### src/rtl/dig_div_bank.sv
// rtl/dig_div_bank.sv - multi-tap binary clock divider with masking, resync and counted burst mode
module dig_div_bank #(
    parameter int NCH  = 4,
    parameter int BL_W = 8
) (
    input  logic            clk,
    input  logic            rst,
    input  logic            en,
    input  logic [NCH-1:0]  ch_en,
    input  logic            resync,
    input  logic            burst_mode,
    input  logic [BL_W-1:0] burst_len,
    input  logic            start,
    output logic            busy,
    output logic            done,
    output logic [NCH-1:0]  divout,
    output logic [NCH-1:0]  tick,
    output logic [NCH-1:0]  cclk
);

    typedef enum logic [1:0] {IDLE, RUN, DONE} state_t;

    state_t          state;
    logic            mode_q;
    logic [NCH-1:0]  cnt;
    logic [NCH-1:0]  cnt_inc;
    logic [NCH-1:0]  tick_hit;
    logic [NCH-1:0]  tick_q;
    logic [BL_W:0]   run_cnt;
    logic [BL_W:0]   run_cnt_inc;
    logic [BL_W:0]   run_target;
    logic            active;

    assign active      = en && (!mode_q || state == RUN);
    assign cnt_inc     = cnt + 1'b1;
    assign run_cnt_inc = run_cnt + 1'b1;

    // Tap k rises when bit k is the lowest set bit of the next count.
    assign tick_hit = cnt_inc & (~cnt_inc + 1'b1);

    always_ff @(posedge clk) begin
        if (rst) begin
            state      <= IDLE;
            mode_q     <= 1'b0;
            cnt        <= '0;
            run_cnt    <= '0;
            run_target <= '0;
            tick_q     <= '0;
            busy       <= 1'b0;
            done       <= 1'b0;
        end else begin
            done   <= 1'b0;
            tick_q <= active ? (tick_hit & ch_en) : '0;
            if (active) begin
                cnt <= cnt_inc;
            end

            case (state)
                IDLE: begin
                    if (en) begin
                        mode_q <= burst_mode;
                    end
                    if (mode_q) begin
                        cnt <= '0;
                    end
                    if (en && burst_mode && start && !resync) begin
                        run_target <= {burst_len, 1'b0};
                        run_cnt    <= '0;
                        cnt        <= '0;
                        tick_q     <= '0;
                        if (burst_len != '0) begin
                            state <= RUN;
                            busy  <= 1'b1;
                        end else begin
                            state <= DONE;
                            done  <= 1'b1;
                        end
                    end
                end
                RUN: begin
                    if (active) begin
                        if (run_cnt_inc == run_target) begin
                            state  <= DONE;
                            busy   <= 1'b0;
                            done   <= 1'b1;
                            cnt    <= '0;
                            tick_q <= '0;
                        end else begin
                            run_cnt <= run_cnt_inc;
                        end
                    end
                end
                DONE: begin
                    state <= IDLE;
                end
                default: begin
                    state <= IDLE;
                end
            endcase

            // Phase restart overrides counting; during a burst it is an abort without done.
            if (resync) begin
                cnt    <= '0;
                tick_q <= '0;
                if (state == RUN) begin
                    state <= IDLE;
                    busy  <= 1'b0;
                    done  <= 1'b0;
                end
            end
        end
    end

    assign divout = cnt & ch_en;
    assign tick   = tick_q & ch_en;
    assign cclk   = {NCH{clk}} & tick;

endmodule

### config.mk
export PLATFORM = sky130hd
export DESIGN_NAME = dig_div_bank
export DESIGN_NICKNAME = d
export VERILOG_FILES = /design/src/rtl/dig_div_bank.sv
export SDC_FILE = /design/constraint.sdc
export NUM_CORES = 1
export LEC_CHECK = 0
export ABC_AREA = 1
export BUFFER_PORTS_ARGS = -buffer_cell sky130_fd_sc_hd__buf_2
export CORE_ASPECT_RATIO = 1.75
export CORE_MARGIN = 3
export CORE_UTILIZATION = 49
export DETAILED_ROUTE_END_ITERATION = 6
export PLACE_DENSITY = 0.73
export SLEW_MARGIN = 10
export SYNTH_ARGS = -nofsm -noshare
export SYNTH_HDL_FRONTEND = slang
export SYNTH_SLANG_ARGS = --single-unit
### constraint.sdc
create_clock -name clk -period 1.8 [get_ports clk]
set_input_delay 0.09 -clock clk [delete_from_list [all_inputs] [get_ports clk]]
set_output_delay 0.09 -clock clk [all_outputs]
set_load 0.05 [all_outputs]
## Word-level counts from Yosys, hierarchy flattened

Index checks and enable logic that the tools add are counted.

- Flip-flop bits (word level): 30
- Bits of input ports: 18
- Output and inout bits: 14
- Logic and storage cells: 72

- $add $sub $neg: 3
- Equality and inequality tests: 5
- Mux-type cells: 36
- Bitwise logic cells: 6
- Reduce and logical (&&, ||, !) cells: 14

Operators with widths:

| cell | number |
|---|---|
| 2-to-1 mux 4 bit | 9 |
| 2-to-1 mux 9 bit | 3 |
| bitwise AND 4 bit | 5 |
| case mux 9 bit (2 select lines) | 1 |
| case mux 4 bit (2 select lines) | 2 |
| 2-to-1 mux 1 bit | 12 |
| 2-to-1 mux 2 bit | 6 |
| adder 9 x 1 -> 9 bit (second input constant) | 1 |
| == test 9 bit | 1 |
| adder 4 x 1 -> 4 bit (second input constant) | 2 |
| nonzero test 8 bit | 1 |
| inequality test 2 bit (second input constant) | 3 |
| logical AND 1 bit | 4 |
| inverter 4 bit | 1 |
| case mux 1 bit (2 select lines) | 2 |
| case mux 2 bit (2 select lines) | 1 |
| AND reduction 2 bit | 2 |
| AND reduction 4 bit | 1 |
| == test 2 x 1 -> 1 bit (second input constant) | 1 |
| logical NOT 1 bit | 2 |
| logical NOT 2 bit | 1 |
| nonzero test 2 bit | 1 |
| OR reduction 2 bit | 1 |
| logical OR 1 bit | 1 |

## Logic depth before layout (Yosys ltp)

- Depth in word-level cells: 9
- Depth in mapped cells: 14
- Depth with buffers taken out: 14

==> impl_results.md <==
* Router iterations before antenna repair at 4
* Clock insertion delay at the later pin of the skew report at 0.29 ns
* Die boundary width at 50.6 um
* Core utilization of the finished layout at 74.0%
* Total number of vias at 1889
* Post-Syn Nets at 276
* Fmax at 522 MHz
* Mean cell area of the mapped netlist at 6.71 um^2
* Detailed-route DRC error count at 0
* Count of hold buffers inserted by post-cts repair at 0
* Data arrival, critical path at 2.13 ns
* Number of cell rows at 27
* Post-synthesis cell area at 0.00170 mm^2
* Total gr overflow at 0
* Final clock period utilization by the worst path at 106%
* Post-DP HPWL at 3.40 mm
* Drt first-iter violations at 50
* Clock tree from TritonCTS: done
* Placed insts at 338
* Switching Share at 29.8%
* Number of fill cells at 284
* Clock tree root buffer cell: sky130_fd_sc_hd__clkbuf_8
* Hold-critical path depth at 3
* Total track usage at 23.9%
* Routed WL per cell at 14.1 um
* Flop and latch count out of synthesis at 30
* Worst-path cell with the longest stage delay: sky130_fd_sc_hd__dfxtp_2
* Critical path class: register to register
* CP peak stage delay at 0.37 ns
* Type of destination of the critical path: register
* Routability Congestion at 0.874
* Maximum VDD drop at 576 uV
* Worst Hold End: run_target[6]
* Clk network pwr share at 42.7%
* Warning count from the yosys run at 0
* Seq/Total Area, Yosys at 35.2%
* Leakage dissipation at 1.11 nW
* Area of the placeable core at 0.00324 mm^2
* Maximum fanout along the worst path at 7
* Instance area after placement at 0.00200 mm^2
* Height of the die at 84.0 um
* Reg power frac at 45.2%
* Deepest clock path buffer count at 2
* P&R area growth vs syn at 40.7%
* Hold WC Path Type: input port to register
* Design internal power at 0.00107 W
* Pin count of the biggest net entering global routing at 17
* Share of layout cells above drive strength 1 at 37.8%
* Initial antenna violation count at 0
* Final-stage net count at 336
* Total number of H-tree levels at 2
* Net Sw Power at 0.000455 W
* FF-to-FF Start: run_cnt[0]
* Most frequent cell on the critical path: sky130_fd_sc_hd__buf_4
* Number of hold violations in the final report at 0
* Yosys cell types at 28
* Global-route wire length before repair at 7.79 mm
* Post-detailed-routing wire length at 5.05 mm
* Setup repair after global routing missed its margin: true
* Violations in the final reports: negative setup slack
* Smallest setup slack after layout at -0.115 ns
* Slew @ Worst Pin at 0.525 ns
* Time the worst path needs with I/O delays and setup at 1.91 ns
* Worst slack after detailed placement at -0.0611 ns
* Worst-case reg-to-reg path depth at 11
* Maximum Capacitance Violations at 0
* Type of origin of the critical path: register
* Effective utilization at floorplan at 52.5%
* Via count of the first global-routing pass at 1830
* PortBufs at 31
* Worst reg-to-reg setup slack at -0.11 ns
* Req. time, crit path at 2.02 ns
* Number of antenna-violating nets in the routed design at 0
* Inserted Diodes at 0
* Critical R2R Capture: run_cnt[2]
* Power per standard cell area at 636 mW/mm^2
* Combinational power share at 12.0%
* Finished Cell Area at 0.00240 mm^2
* Via density per instance at 5.28
* Final cell count without fillers at 358
* Clock Skew at 0.00648 ns
* # setup viols final at 17
* Clock input transition at the sequential cells of the worst setup and hold paths at 0.07 ns
* Max-slew violation count at 0
* Status: complete, but fails checks
* Worst-case headroom to the max-slew limit at 64.8%
* Hold Path Origin: burst_len[5]
* Number of buffers inserted during clock tree synthesis at 5
* Num ports at 32
* Die area at 0.00425 mm^2
* Gate count after technology mapping at 254
* Critical-path cell list: ha_4, nand3_2, o21bai_4, nand2_1, buf_4, o21ai_4, nor2_4, buf_4, nand2_4, nand4_1, a21oi_2
synth_stat cells:
library cell / n / area [um^2]
sky130_fd_sc_hd__nor3_1: 1 / 5.00
sky130_fd_sc_hd__nor2_2: 2 / 12.5
sky130_fd_sc_hd__nand2_2: 3 / 18.8
sky130_fd_sc_hd__nor4_1: 3 / 18.8
sky130_fd_sc_hd__a21oi_1: 22 / 110
sky130_fd_sc_hd__nand3_2: 3 / 30.0
sky130_fd_sc_hd__inv_2: 1 / 3.75
sky130_fd_sc_hd__nand3b_1: 1 / 7.51
sky130_fd_sc_hd__nand3_1: 19 / 95.1
sky130_fd_sc_hd__o21ai_1: 2 / 10.0
sky130_fd_sc_hd__a21oi_2: 1 / 8.76
sky130_fd_sc_hd__clkinv_1: 1 / 3.75
sky130_fd_sc_hd__nand4_1: 7 / 43.8
sky130_fd_sc_hd__or2_1: 1 / 6.26
sky130_fd_sc_hd__nand3_4: 1 / 17.5
sky130_fd_sc_hd__o21ai_2: 2 / 17.5
sky130_fd_sc_hd__xor2_1: 3 / 26.3
sky130_fd_sc_hd__o21bai_1: 1 / 7.51
sky130_fd_sc_hd__inv_1: 40 / 150
sky130_fd_sc_hd__clkbuf_1: 3 / 11.3
sky130_fd_sc_hd__nor2_4: 4 / 45.0
sky130_fd_sc_hd__dfxtp_1: 30 / 601
sky130_fd_sc_hd__nand2_4: 1 / 11.3
sky130_fd_sc_hd__o21ai_0: 15 / 75.1
sky130_fd_sc_hd__ha_1: 4 / 50.1
sky130_fd_sc_hd__nor2_1: 30 / 113
sky130_fd_sc_hd__nor3_2: 1 / 10.0
sky130_fd_sc_hd__nand2_1: 52 / 195
layout by cell type, fill, tap and decap left out, drive strengths merged, types with 4 or more instances in the layout:
cell type  instances
a21oi             23
nand4              7
ha                 4
nand3             23
buf               52
o21ai             19
dfxtp             30
nor2              36
clkbuf             6
nand2             57
inv               45
power groups by stage:
stage	Combinational [W]	Clock [W]	Sequential [W]
after detailed placement	0.000158	0.0000265	0.000707
after floorplan	0.0000967	0.0000258	0.000708
after CTS	0.000168	0.000658	0.000692
final	0.000184	0.000652	0.000691
after global routing	0.000203	0.000701	0.000692
after global placement	0.000156	0.0000265	0.000707
worst max path at each step:
stage / from / end / slack (ns) / cells past startpoint
after global placement: run_cnt[2] / cnt[3] / -0.03 / 11
after floorplan: run_cnt[0] / run_cnt[0] / 0.05 / 9
after CTS: run_cnt[1] / run_cnt[3] / -0.02 / 14
after detailed placement: run_cnt[0] / run_cnt[2] / -0.06 / 12
after global routing: run_cnt[0] / run_cnt[2] / -0.17 / 11
final: run_cnt[0] / run_cnt[2] / -0.11 / 11
repair_timing:
action,in CTS,in global routing
hold endpoints to repair,0,0
setup endpoints to repair,13,21
gates resized for setup,24,38
buffers inserted,3,5
pin swaps,13,20
cloned,1,0
worst max-delay path: cells and delay by family (launching register included):
family | cells | cell delay (ns)
DFF | 1 | 0.37
buffers and inverters | 2 | 0.30
and+or+nand+nor | 5 | 0.55
adders and majority gates | 1 | 0.18
AOI/OAI and AO/OA | 3 | 0.46
registers in the layout, summed over array words and instances (netlist names):
name and flops:
busy 1, cnt 4, done 1, mode_q 1, run_cnt 9, run_target 8, state 2, tick_q 4
layout make-up:
type,count,area [um^2],area share (%)
Clock buffer,10,103,4.28
Sequential cell,30,613,25.6
Multi-Input combinational cell,180,1130,47.3
Timing Repair Buffer,48,304,12.7
Clock inverter,6,30.0,1.25
Tap cell,43,53.8,2.24
Inverter,41,161,6.73
kinds of logic (layout without fill, tap and decap cells):
kind of cell / count (synthesis) / in the layout / synth area share (%)
AO/OA/AOI/OAI: 43 / 43 / 13.4
XOR/XNOR: 3 / 3 / 1.54
adder cells (fa/ha/maj): 4 / 4 / 2.94
buffers and inverters: 45 / 105 / 9.91
flip-flops: 30 / 30 / 35.2
AND/OR/NAND/NOR: 129 / 130 / 36.9
metrics by stage:
stage / hold WS, ns / setup TNS (ns) / power [W]
global placement: 0.337 / -0.125 / 0.000889
finish: 0.0420 / -0.839 / 0.00153
CTS: 0.0380 / -0.0240 / 0.00152
detailed placement: 0.343 / -0.230 / 0.000891
floorplan: 0.225 / 0 / 0.000830
global route: 0.0479 / -2.15 / 0.00160
per-layer routing:
metal / vias up / GRT usage, % / part of all wire (%)
li1: 940 / - / -
met1: 868 / 23.0 / 35
met2: 59 / 44.4 / 56
met3: 22 / 4.83 / 4.3
met4: 0 / 14.5 / 4.6
met5: - / 0 / 0
(Power assumes the default switching activity.)
